### config.mk
export PLATFORM = sky130hd
export DESIGN_NAME = acquisition_sequencer
export DESIGN_NICKNAME = d
export VERILOG_FILES = /design/src/rtl/acquisition_pkg.sv /design/src/rtl/trigger_edge_detect.sv /design/src/rtl/acquisition_sequencer.sv
export SDC_FILE = /design/constraint.sdc
export NUM_CORES = 1
export LEC_CHECK = 0
export BUFFER_PORTS_ARGS = -buffer_cell sky130_fd_sc_hd__buf_4
export CORE_ASPECT_RATIO = 1.4
export CORE_MARGIN = 2
export CORE_UTILIZATION = 30
export CTS_CLUSTER_SIZE = 25
export DETAILED_ROUTE_END_ITERATION = 16
export PLACE_DENSITY = 0.48
export SYNTH_ARGS = -nofsm -noshare
export SYNTH_HDL_FRONTEND = slang
export SYNTH_HIERARCHICAL = 1
export SYNTH_SLANG_ARGS = --single-unit
### constraint.sdc
create_clock -name adcClk -period 2.5 [get_ports adcClk]
set_input_delay 0.5 -clock adcClk [delete_from_list [all_inputs] [get_ports adcClk]]
set_output_delay 0.5 -clock adcClk [all_outputs]
set_load 0.02 [all_outputs]
### src/rtl/acquisition_pkg.sv
// Shared definitions for the ADC acquisition sequencer.
package acquisition_pkg;

  // Default buffer address width; depth is 2**ADDR_WIDTH beats.
  localparam int unsigned DefaultAddrWidth = 12;

  // Width of the state output.
  localparam int unsigned StateWidth = 3;

  // Capture FSM encoding, visible on the state output.
  typedef enum logic [StateWidth-1:0] {
    StIdle     = 3'd0,
    StPrefill  = 3'd1,
    StWaitTrig = 3'd2,
    StPost     = 3'd3,
    StDone     = 3'd4
  } acq_state_e;

  // Beat counters need one extra bit so a full-depth count (2**aw) is representable.
  function automatic int unsigned cnt_width(input int unsigned aw);
    return aw + 1;
  endfunction

endpackage

### src/rtl/trigger_edge_detect.sv
// Rising-edge detector on the level trigger, merged with the software trigger pulse.
module trigger_edge_detect (
  input  logic clk_i,
  input  logic rst_ni,
  input  logic trigger_i,
  input  logic soft_trigger_i,
  output logic trig_event_o
);

  logic trigger_d, trigger_q;

  // Previous-cycle copy of the trigger level.
  always_comb begin
    trigger_d = trigger_i;
  end

  // Trigger history register.
  always_ff @(posedge clk_i or negedge rst_ni) begin
    if (!rst_ni) begin
      trigger_q <= 1'b0;
    end else begin
      trigger_q <= trigger_d;
    end
  end

  assign trig_event_o = (trigger_i & ~trigger_q) | soft_trigger_i;

endmodule

### src/rtl/acquisition_sequencer.sv
// Pre/post-trigger capture controller driving the acquisition buffer write port.
module acquisition_sequencer
  import acquisition_pkg::*;
#(
  parameter int unsigned ADDR_WIDTH = DefaultAddrWidth
) (
  input  logic                  adcClk,
  input  logic                  adcReset_n,
  input  logic                  armStrobe,
  input  logic                  abortStrobe,
  input  logic                  softTrigger,
  input  logic                  trigger,
  input  logic [ADDR_WIDTH-1:0] pretriggerCount,
  input  logic [ADDR_WIDTH:0]   posttriggerCount,
  input  logic                  axiValid,
  output logic                  wrEnable,
  output logic [ADDR_WIDTH-1:0] wrAddress,
  output logic [ADDR_WIDTH-1:0] triggerAddress,
  output logic [ADDR_WIDTH-1:0] startAddress,
  output logic [StateWidth-1:0] state,
  output logic                  busy,
  output logic                  done
);

  localparam int unsigned CntWidth = cnt_width(ADDR_WIDTH);
  localparam logic [CntWidth-1:0]   Depth   = {1'b1, {ADDR_WIDTH{1'b0}}};
  localparam logic [CntWidth-1:0]   CntOne  = {{ADDR_WIDTH{1'b0}}, 1'b1};
  localparam logic [ADDR_WIDTH-1:0] AddrOne = {{(ADDR_WIDTH-1){1'b0}}, 1'b1};

  acq_state_e state_d, state_q;
  logic [CntWidth-1:0]   cnt_d, cnt_q;
  logic [CntWidth-1:0]   pre_eff_d, pre_eff_q;
  logic [CntWidth-1:0]   post_eff_d, post_eff_q;
  logic [ADDR_WIDTH-1:0] wr_addr_d, wr_addr_q;
  logic [ADDR_WIDTH-1:0] trig_addr_d, trig_addr_q;
  logic [ADDR_WIDTH-1:0] start_addr_d, start_addr_q;
  logic                  busy_d, busy_q;
  logic                  done_d, done_q;

  logic                  trig_event;
  logic                  wr_en;
  logic [CntWidth-1:0]   cnt_inc;
  logic [CntWidth-1:0]   post_arm;
  logic [CntWidth-1:0]   pre_room;
  logic [CntWidth-1:0]   pre_ext;
  logic [CntWidth-1:0]   pre_arm;

  trigger_edge_detect u_trigger_edge_detect (
    .clk_i          (adcClk),
    .rst_ni         (adcReset_n),
    .trigger_i      (trigger),
    .soft_trigger_i (softTrigger),
    .trig_event_o   (trig_event)
  );

  // Write strobe is combinational so a beat is written in the cycle it arrives.
  assign wr_en   = axiValid & busy_q;
  assign cnt_inc = cnt_q + CntOne;

  // Effective counts latched on arm: post forced into [1, depth], pre limited to what remains.
  always_comb begin
    if (posttriggerCount == '0) begin
      post_arm = CntOne;
    end else if (posttriggerCount > Depth) begin
      post_arm = Depth;
    end else begin
      post_arm = posttriggerCount;
    end
    pre_room = Depth - post_arm;
    pre_ext  = {1'b0, pretriggerCount};
    pre_arm  = (pre_ext < pre_room) ? pre_ext : pre_room;
  end

  // Next-state logic for the capture FSM, counters and address registers.
  always_comb begin
    state_d      = state_q;
    cnt_d        = cnt_q;
    pre_eff_d    = pre_eff_q;
    post_eff_d   = post_eff_q;
    trig_addr_d  = trig_addr_q;
    start_addr_d = start_addr_q;
    wr_addr_d    = wr_en ? (wr_addr_q + AddrOne) : wr_addr_q;

    unique case (state_q)
      StIdle, StDone: begin
        if (armStrobe) begin
          pre_eff_d  = pre_arm;
          post_eff_d = post_arm;
          cnt_d      = '0;
          state_d    = (pre_arm == '0) ? StWaitTrig : StPrefill;
        end
      end
      StPrefill: begin
        if (axiValid) begin
          cnt_d = cnt_inc;
          if (cnt_inc == pre_eff_q) begin
            state_d = StWaitTrig;
          end
        end
      end
      StWaitTrig: begin
        if (trig_event) begin
          trig_addr_d  = wr_addr_q;
          start_addr_d = wr_addr_q - pre_eff_q[ADDR_WIDTH-1:0];
          // A beat in the event cycle is already the first post-trigger beat.
          cnt_d        = {{ADDR_WIDTH{1'b0}}, axiValid};
          state_d      = (axiValid && (post_eff_q == CntOne)) ? StDone : StPost;
        end
      end
      StPost: begin
        if (axiValid) begin
          cnt_d = cnt_inc;
          if (cnt_inc == post_eff_q) begin
            state_d = StDone;
          end
        end
      end
      default: state_d = StIdle;
    endcase

    // Abort wins over everything; any beat this cycle has still been written.
    if (abortStrobe) begin
      state_d = StIdle;
    end

    busy_d = (state_d == StPrefill) || (state_d == StWaitTrig) || (state_d == StPost);
    done_d = (state_d == StDone);
  end

  // Capture FSM and registered status outputs.
  always_ff @(posedge adcClk or negedge adcReset_n) begin
    if (!adcReset_n) begin
      state_q      <= StIdle;
      cnt_q        <= '0;
      pre_eff_q    <= '0;
      post_eff_q   <= '0;
      wr_addr_q    <= '0;
      trig_addr_q  <= '0;
      start_addr_q <= '0;
      busy_q       <= 1'b0;
      done_q       <= 1'b0;
    end else begin
      state_q      <= state_d;
      cnt_q        <= cnt_d;
      pre_eff_q    <= pre_eff_d;
      post_eff_q   <= post_eff_d;
      wr_addr_q    <= wr_addr_d;
      trig_addr_q  <= trig_addr_d;
      start_addr_q <= start_addr_d;
      busy_q       <= busy_d;
      done_q       <= done_d;
    end
  end

  assign wrEnable       = wr_en;
  assign wrAddress      = wr_addr_q;
  assign triggerAddress = trig_addr_q;
  assign startAddress   = start_addr_q;
  assign state          = state_q;
  assign busy           = busy_q;
  assign done           = done_q;

endmodule
==> metrics.md, run 1 <==
| Metric | Value |
|---|---|
| Worst path most repeated cell | buf_6 |
| Slew HR | 55.5% |
| Core area | 17900 um2 |
| Setup TNS | -12.22 ns |
| Worst R2R End | busy$_DFF_PN0_ |
| Crit-path slowest cell | ha_1 |
| Share of cells above drive strength 1 | 37.9% |
| CTS tree | yes |
| Reg area | 2030 um2 |
| Final setup fails | 15 |
| R2r startpoint | cnt_q[0]$_DFFE_PN0P_ |
| Worst reg-to-reg path cell count | 10 |
| Final net count | 882 |
| Routed wire per std cell | 16.1 um |
| Final Cycle Share | 139% |
| Seq/Total Area, Yosys | 37.0% |
| Multi-input gate area | 3570 um2 |
| Final instance area | 7990 um2 |
| Final Hold Vio Count | 0 |
| WP data arrival | 3.74 ns |
| Psw | 0.00160 W |
| Antenna cells | 0 |
| Buf+Inv Stages, Crit Path | 4 |
| Max Cap Viol | 0 |
| Critical path's top delay family | compound AO/OA/AOI/OAI gates |
| Post-DP HPWL | 13.6 mm |
| Post-Syn Instances | 632 |
| Reg power frac | 32.9% |
| Wire length of the first global-routing pass | 28.0 mm |
| Die ar. | 19400 um2 |
| Dpl cell area | 7190 um2 |
| Total CTS buffers | 9 |
| Initial Util | 30.5% |
| Global route overflow | 0 |
| Async SR Flop Fraction | 100% |
| VDD IR max | 0.000338 V |
| Initial antenna violation count | 0 |
| Dpl ws | -1.33 ns |
| Min-Delay Path Class | input port to async pin |
| Top-area cell type share of the netlist area | 37.0% |
| Failing checks | negative setup slack |
| Mapped Area | 5480 um2 |
| Synth warn | 6 |
| Root buffer cell | clkbuf_16 |
| Yosys cell types | 66 |
| # hold bufs at CTS | 0 |
| Crit-path max FO | 5 |
| Final wirelength | 17.2 mm |
| CP max stage delay | 0.31 ns |
| Outcome | finished with violations |
| Via count | 5311 |
| Initial drt markers | 256 |
| Clock Sink Count | 81 |
| Antenna viol nets, final | 0 |
| Pre-antenna DRT Iters | 4 |
| EDFF count, synth | 0 |
| Largest net degree at the start of global routing | 48 |
| Filler cells | 1788 |
| Die H | 164 um |
| PwrDens | 590 nW/um2 |
| R2r setup slk | -0.06 ns |
| Yosys reg bits | 81 |
| Vias in the first global route | 5443 |
| Synth Net Count | 690 |
| Setup crit end kind | flip-flop |
| Vias per inst | 4.97 |
| Clk_skew | 0.00787 ns |
| Cell accounting for the most synthesized area | dfrtp_1 |
| Total GRT Usage | 18.2% |
| Worst-Margin Slew | 0.668 ns |
| Internal | 0.00312 W |
| Top FF cell, synth | dfrtp_1 |
| # H-tree levels | 3 |
| RSZ-0062 raised after global routing | yes |
| Synth cell count leaders | nand2_1, dfrtp_1, o21ai_0, nor2_1, inv_1 |
| P&R area growth vs syn | 46.0% |
| Chip Width | 118 um |
| Avg Inst Size Synth | 8.66 um2 |
| Critical path class | input port to flip-flop |
| Top cells by area, synth | dfrtp_1, o21ai_0, ha_1 |
| Row cnt | 58 |
| Cells along the critical path | buf_6, nor4_4, nand4_1, and2_4, ha_4, buf_6, buf_6, a21oi_4, a311oi_2, ha_1, a21o_1, a211o_1, o221ai_2, o211ai_1, buf_4, a21o_1, o41a_1, o21a_1, a21oi_2 |
| CP required | 2.78 ns |
| Final WS setup | -0.968 ns |
| Startpoint types | input port |
| IO Pins | 74 |
| Post-layout min period | 3.47 ns |
| LEAKAGE | 3.69 nW |
| Clock network power share | 28.8% |
| Worst skew pair latency | 0.35 ns |
| Maximum clock frequency | 0.288 GHz |
| Sw Share | 33.9% |
| Gate power share | 38.2% |
| Most frequent cell after synthesis | nand2_1 |
| Placer Congestion | 0.857 |
| Max Root-Sink Buffers | 2 |
| Number of port buffers | 73 |
| Clock Pin Slew Worst Setup and Hold Paths | 0.07 ns |
| DRC Markers | 0 |
| Slew Viols, Final | 0 |
## routing by layer
layer	vias up	wire length [um]	global-route usage [%]
met5	-	0	0
met4	0	559	8.16
met3	31	579	2.26
met2	121	8980	33.1
met1	2525	7060	21.4
li1	2634	-	-
## worst max path at each step
stage | startpoint | end | slack (ns) | depth (start not counted)
floorplan | posttriggerCount[11] | state[1]$_DFF_PN0_ | -0.94 | 15
global placement | posttriggerCount[8] | state[1]$_DFF_PN0_ | -1.23 | 17
detailed placement | posttriggerCount[8] | state[1]$_DFF_PN0_ | -1.33 | 17
CTS | posttriggerCount[10] | state[1]$_DFF_PN0_ | -0.94 | 17
global route | posttriggerCount[10] | state[1]$_DFF_PN0_ | -1.12 | 19
finish | posttriggerCount[10] | state[1]$_DFF_PN0_ | -0.97 | 19
## stage by stage
step | total power, W | hold WS, ns | utilization, % | instances
after floorplan | 0.00241 | 0.204 | - | 632
after global placement | 0.00308 | 0.470 | 40.1 | 1035
after detailed placement | 0.00311 | 0.471 | 40.1 | 1035
after CTS | 0.00458 | 0.122 | 43.2 | 1064
after global routing | 0.00502 | 0.147 | 44.6 | 1069
final | 0.00472 | 0.105 | 44.6 | 1069
## flip-flops by register name (all words and copies together), names as in the netlist
register / cells
done: 1
state: 3
wrAddress: 12
busy: 1
post_eff_q: 13
startAddress: 12
cnt_q: 13
u_trigger_edge_detect/trigger_q: 1
pre_eff_q: 13
triggerAddress: 12
## cell families (layout without fill, tap and decap cells)
kind of cell	after synthesis	in the layout	synth area share [%]
muxes	14	14	2.79
buffers and inverters	66	263	5.12
and+or+nand+nor	234	234	21.8
AOI/OAI and AO/OA	160	160	18.5
xor gates and xnor gates	51	51	8.66
adders and majority gates	26	26	6.08
DFF	81	81	37.0
## worst register-to-register path: stages (launching register included)
cell       delay [ns]
dfrtp_2          0.45
ha_4             0.19
and3_4           0.20
buf_4            0.17
a21oi_1          0.05
a2111oi_1        0.32
and3_1           0.24
nand4_1          0.10
or3b_1           0.39
a21o_1           0.22
a31oi_1          0.15
## cells in the final DEF, fill, tap and decap left out, drive strengths merged, types with 5 or more instances in the layout
master and instances:
a21o 5, a21oi 29, a31oi 5, and2 8
and3 11, buf 212, clkbuf 10, dfrtp 81
ha 25, inv 38, mux2 10, nand2 83
nand2b 12, nand3 20, nand4 6, nor2 45
nor2b 8, nor3 12, nor4 12, o211ai 5
o21ai 64, o31ai 15, xnor2 32, xor2 17
## power by group through the flow
stage	Sequential, W	Combinational (W)	Clock (W)
6_report	0.00155	0.00180	0.00136
5_1_grt	0.00157	0.00200	0.00145
4_1_cts	0.00155	0.00163	0.00140
3_5_place_dp	0.00158	0.00153	0
3_3_place_gp	0.00157	0.00151	0
2_1_floorplan	0.00164	0.000762	0
## area by class of cell
cell class              count  area share, %
clock inverters             6          0.908
well taps                 240           3.76
flip-flops and latches     81           25.4
multi-input cells         485           44.6
clock buffers              10           2.86
repair buffers            212           20.8
inverters                  35           1.64
## what timing repair did
item,CTS,global route
buffers inserted,12,6
gates resized for setup,40,53
pin swaps,34,14
setup endpoints to repair,20,21
cloned,1,0
Note: power is estimated with default switching activity, not from simulation.
==> run 2: changes to the inputs <==
- HOLD_SLACK_MARGIN: not set -> 0.02
- PLACE_DENSITY: 0.48 -> 0.46
- SETUP_SLACK_MARGIN: not set -> 0.3
- clock period: 2.5 -> 3.2 ns (I/O delays scaled with it)
==> metrics.md, run 2 (synthesis gave the netlist of run 1 again) <==
| Metric | Value |
|---|---|
| Outcome | finished with violations |
| Failing checks | negative setup slack |
| Routed wire per std cell | 16.6 um |
| Final hold slack | 0.417 ns |
| # hold bufs at CTS | 0 |
| Clock Pin Slew Worst Setup and Hold Paths | 0.06 ns |
| Die ar. | 19400 um2 |
| R2r setup slk | 0.42 ns |
| HP Start | trigger |
| Sw Share | 34.3% |
| Top flop regs | cnt_q: 13 flops, post_eff_q: 13 flops, pre_eff_q: 13 flops |
| Min-Delay Path Class | input port to flip-flop |
| WP data arrival | 3.77 ns |
| Number of port buffers | 73 |
| Finished Layout Cells | 1005 |
| Initial drt markers | 265 |
| Worst skew pair latency | 0.35 ns |
| Pre-antenna DRT Iters | 4 |
| Clock network power share | 31.4% |
| Psw | 0.00116 W |
| IO Pins | 74 |
| Maximum clock frequency | 0.285 GHz |
| CP max stage delay | 0.34 ns |
| Critical path's top delay family | compound AO/OA/AOI/OAI gates |
| Critical path class | input port to flip-flop |
| Row cnt | 58 |
| Buf+Inv Stages, Crit Path | 4 |
| RSZ-0062 raised after global routing | yes |
| Worst reg-to-reg path cell count | 11 |
| Commonest non-fill, non-tap cell in the layout | buf_4 |
| Max Cap Viol | 0 |
| Largest net degree at the start of global routing | 82 |
| LEAKAGE | 3.32 nW |
| DRC Markers | 0 |
| Vias per inst | 5.01 |
| Total GRT Usage | 17.6% |
| P&R area growth vs syn | 32.8% |
| Vias in the first global route | 5141 |
| Final setup fails | 14 |
| Final Cycle Share | 110% |
| Startpoint types | input port |
| Reg power frac | 37.1% |
| Final instance area | 7270 um2 |
| PwrDens | 463 nW/um2 |
| Post-DP HPWL | 13.1 mm |
| Share of cells above drive strength 1 | 28.8% |
| Clk_skew | 0.0150 ns |
| Worst-Margin Slew | 1.05 ns |
| VDD IR max | 0.000234 V |
| Via count | 5031 |
| Total CTS buffers | 9 |
| Dpl ws | -0.698 ns |
| Min-Delay Path Depth | 1 |
| Final Hold Vio Count | 0 |
| Most frequent cells in the layout | buf_4, nand2_1, dfrtp_1 |
| Slew HR | 30.1% |
| Chip Width | 118 um |
| Antenna viol nets, final | 0 |
| R2r startpoint | cnt_q[0]$_DFFE_PN0P_ |
| CTS tree | yes |
| Setup crit end kind | flip-flop |
| Worst R2R End | state[1]$_DFF_PN0_ |
| Final WS setup | -0.305 ns |
| Antenna cells | 0 |
| Final net count | 818 |
| Global route overflow | 0 |
| CP required | 3.47 ns |
| Die H | 164 um |
| Crit-path max FO | 8 |
| Crit-path slowest cell | ha_1 |
| Routed length on met1 | 6.78 mm |
| Clock Sink Count | 81 |
| Core area | 17900 um2 |
| Slew Viols, Final | 0 |
| Max Root-Sink Buffers | 2 |
| Initial antenna violation count | 0 |
| WL met3 | 431 um |
| Top routing layer used | met4 |
| Inst Count DP | 979 |
| Final wirelength | 16.7 mm |
| Dpl cell area | 6750 um2 |
| Initial Util | 30.5% |
| Met2 wire length | 8.78 mm |
| Gate power share | 31.5% |
| Root buffer cell | clkbuf_16 |
| Post-layout min period | 3.51 ns |
| Cells along the critical path | buf_6, nor4_4, nand4_1, and2_4, ha_4, buf_6, nor2_4, buf_4, a311oi_2, ha_1, a21o_1, a211o_1, o221ai_1, o211ai_1, buf_4, a21o_1, o41a_1, o21a_1, a21oi_1 |
| Hold endpoint | u_trigger_edge_detect/trigger_q$_DFF_PN0_ |
| # H-tree levels | 3 |
| Internal | 0.00221 W |
| Placer Congestion | 0.850 |
| Wire length of the first global-routing pass | 27.0 mm |
run 2: cell count changes in the layout (fill, tap and decap cells not counted), sizes merged:
cell,delta
clkinvlp,-1
inv,-1
buf,-64
clkinv,+2
run 2: timing repair:
item / 4_1_cts / 5_1_grt
gates cloned: 1 / 1
endpoints found under the hold margin: 0 / 0
pin swaps: 14 / 11
endpoints found under the setup margin: 16 / 18
setup buffers: 3 / 5
gates resized for setup: 14 / 29
run 2: worst max path at each step:
stage / startpoint / end / slack, ns / depth (start not counted)
after CTS: posttriggerCount[10] / state[1]$_DFF_PN0_ / -0.34 / 17
after global routing: posttriggerCount[10] / state[1]$_DFF_PN0_ / -0.51 / 18
after detailed placement: posttriggerCount[8] / state[1]$_DFF_PN0_ / -0.70 / 17
after floorplan: posttriggerCount[11] / state[1]$_DFF_PN0_ / -0.38 / 15
final: posttriggerCount[10] / state[1]$_DFF_PN0_ / -0.31 / 19
after global placement: posttriggerCount[8] / state[1]$_DFF_PN0_ / -0.66 / 17
run 2: metrics by stage:
step / utilization (%) / total power (W) / TNS, ns
6_report: 40.6 / 0.00337 / -2.63
3_3_place_gp: 37.7 / 0.00226 / -8.07
3_5_place_dp: 37.7 / 0.00228 / -8.91
5_1_grt: 40.6 / 0.00359 / -5.26
2_1_floorplan: - / 0.00187 / -4.29
4_1_cts: 39.8 / 0.00337 / -3.73
run 2: power groups by stage:
stage,clock network [W],logic (W),registers (W)
floorplan,0,0.000591,0.00128
global placement,0,0.000993,0.00127
detailed placement,0,0.00100,0.00127
CTS,0.00109,0.00103,0.00125
global route,0.00113,0.00119,0.00127
finish,0.00106,0.00106,0.00125
run 2: cell type report:
class / instances / area, um2
Fill cell: 1859 / 10700
Tap cell: 240 / 300
Timing Repair Buffer: 148 / 1150
Multi-Input combinational cell: 485 / 3360
Sequential cell: 81 / 2030
Inverter: 35 / 131
Clock buffer: 10 / 229
Clock inverter: 6 / 73.8
run 2: worst reg2reg max path: stages, from the launching register on:
cell and delay (ns):
dfrtp_2 0.45, ha_1 0.22, buf_4 0.17, xor2_2 0.18, o32ai_1 0.11, o21bai_1 0.16
or4_4 0.50, nor4_4 0.38, buf_4 0.18, or3b_1 0.11, o21a_1 0.13, a21oi_1 0.06
run 2: metal layers:
layer  vias up  GRT usage (%)
met5         -              0
met4         0           8.43
met3        36           1.88
met2       104           32.6
met1      2400           20.0
li1       2491              -
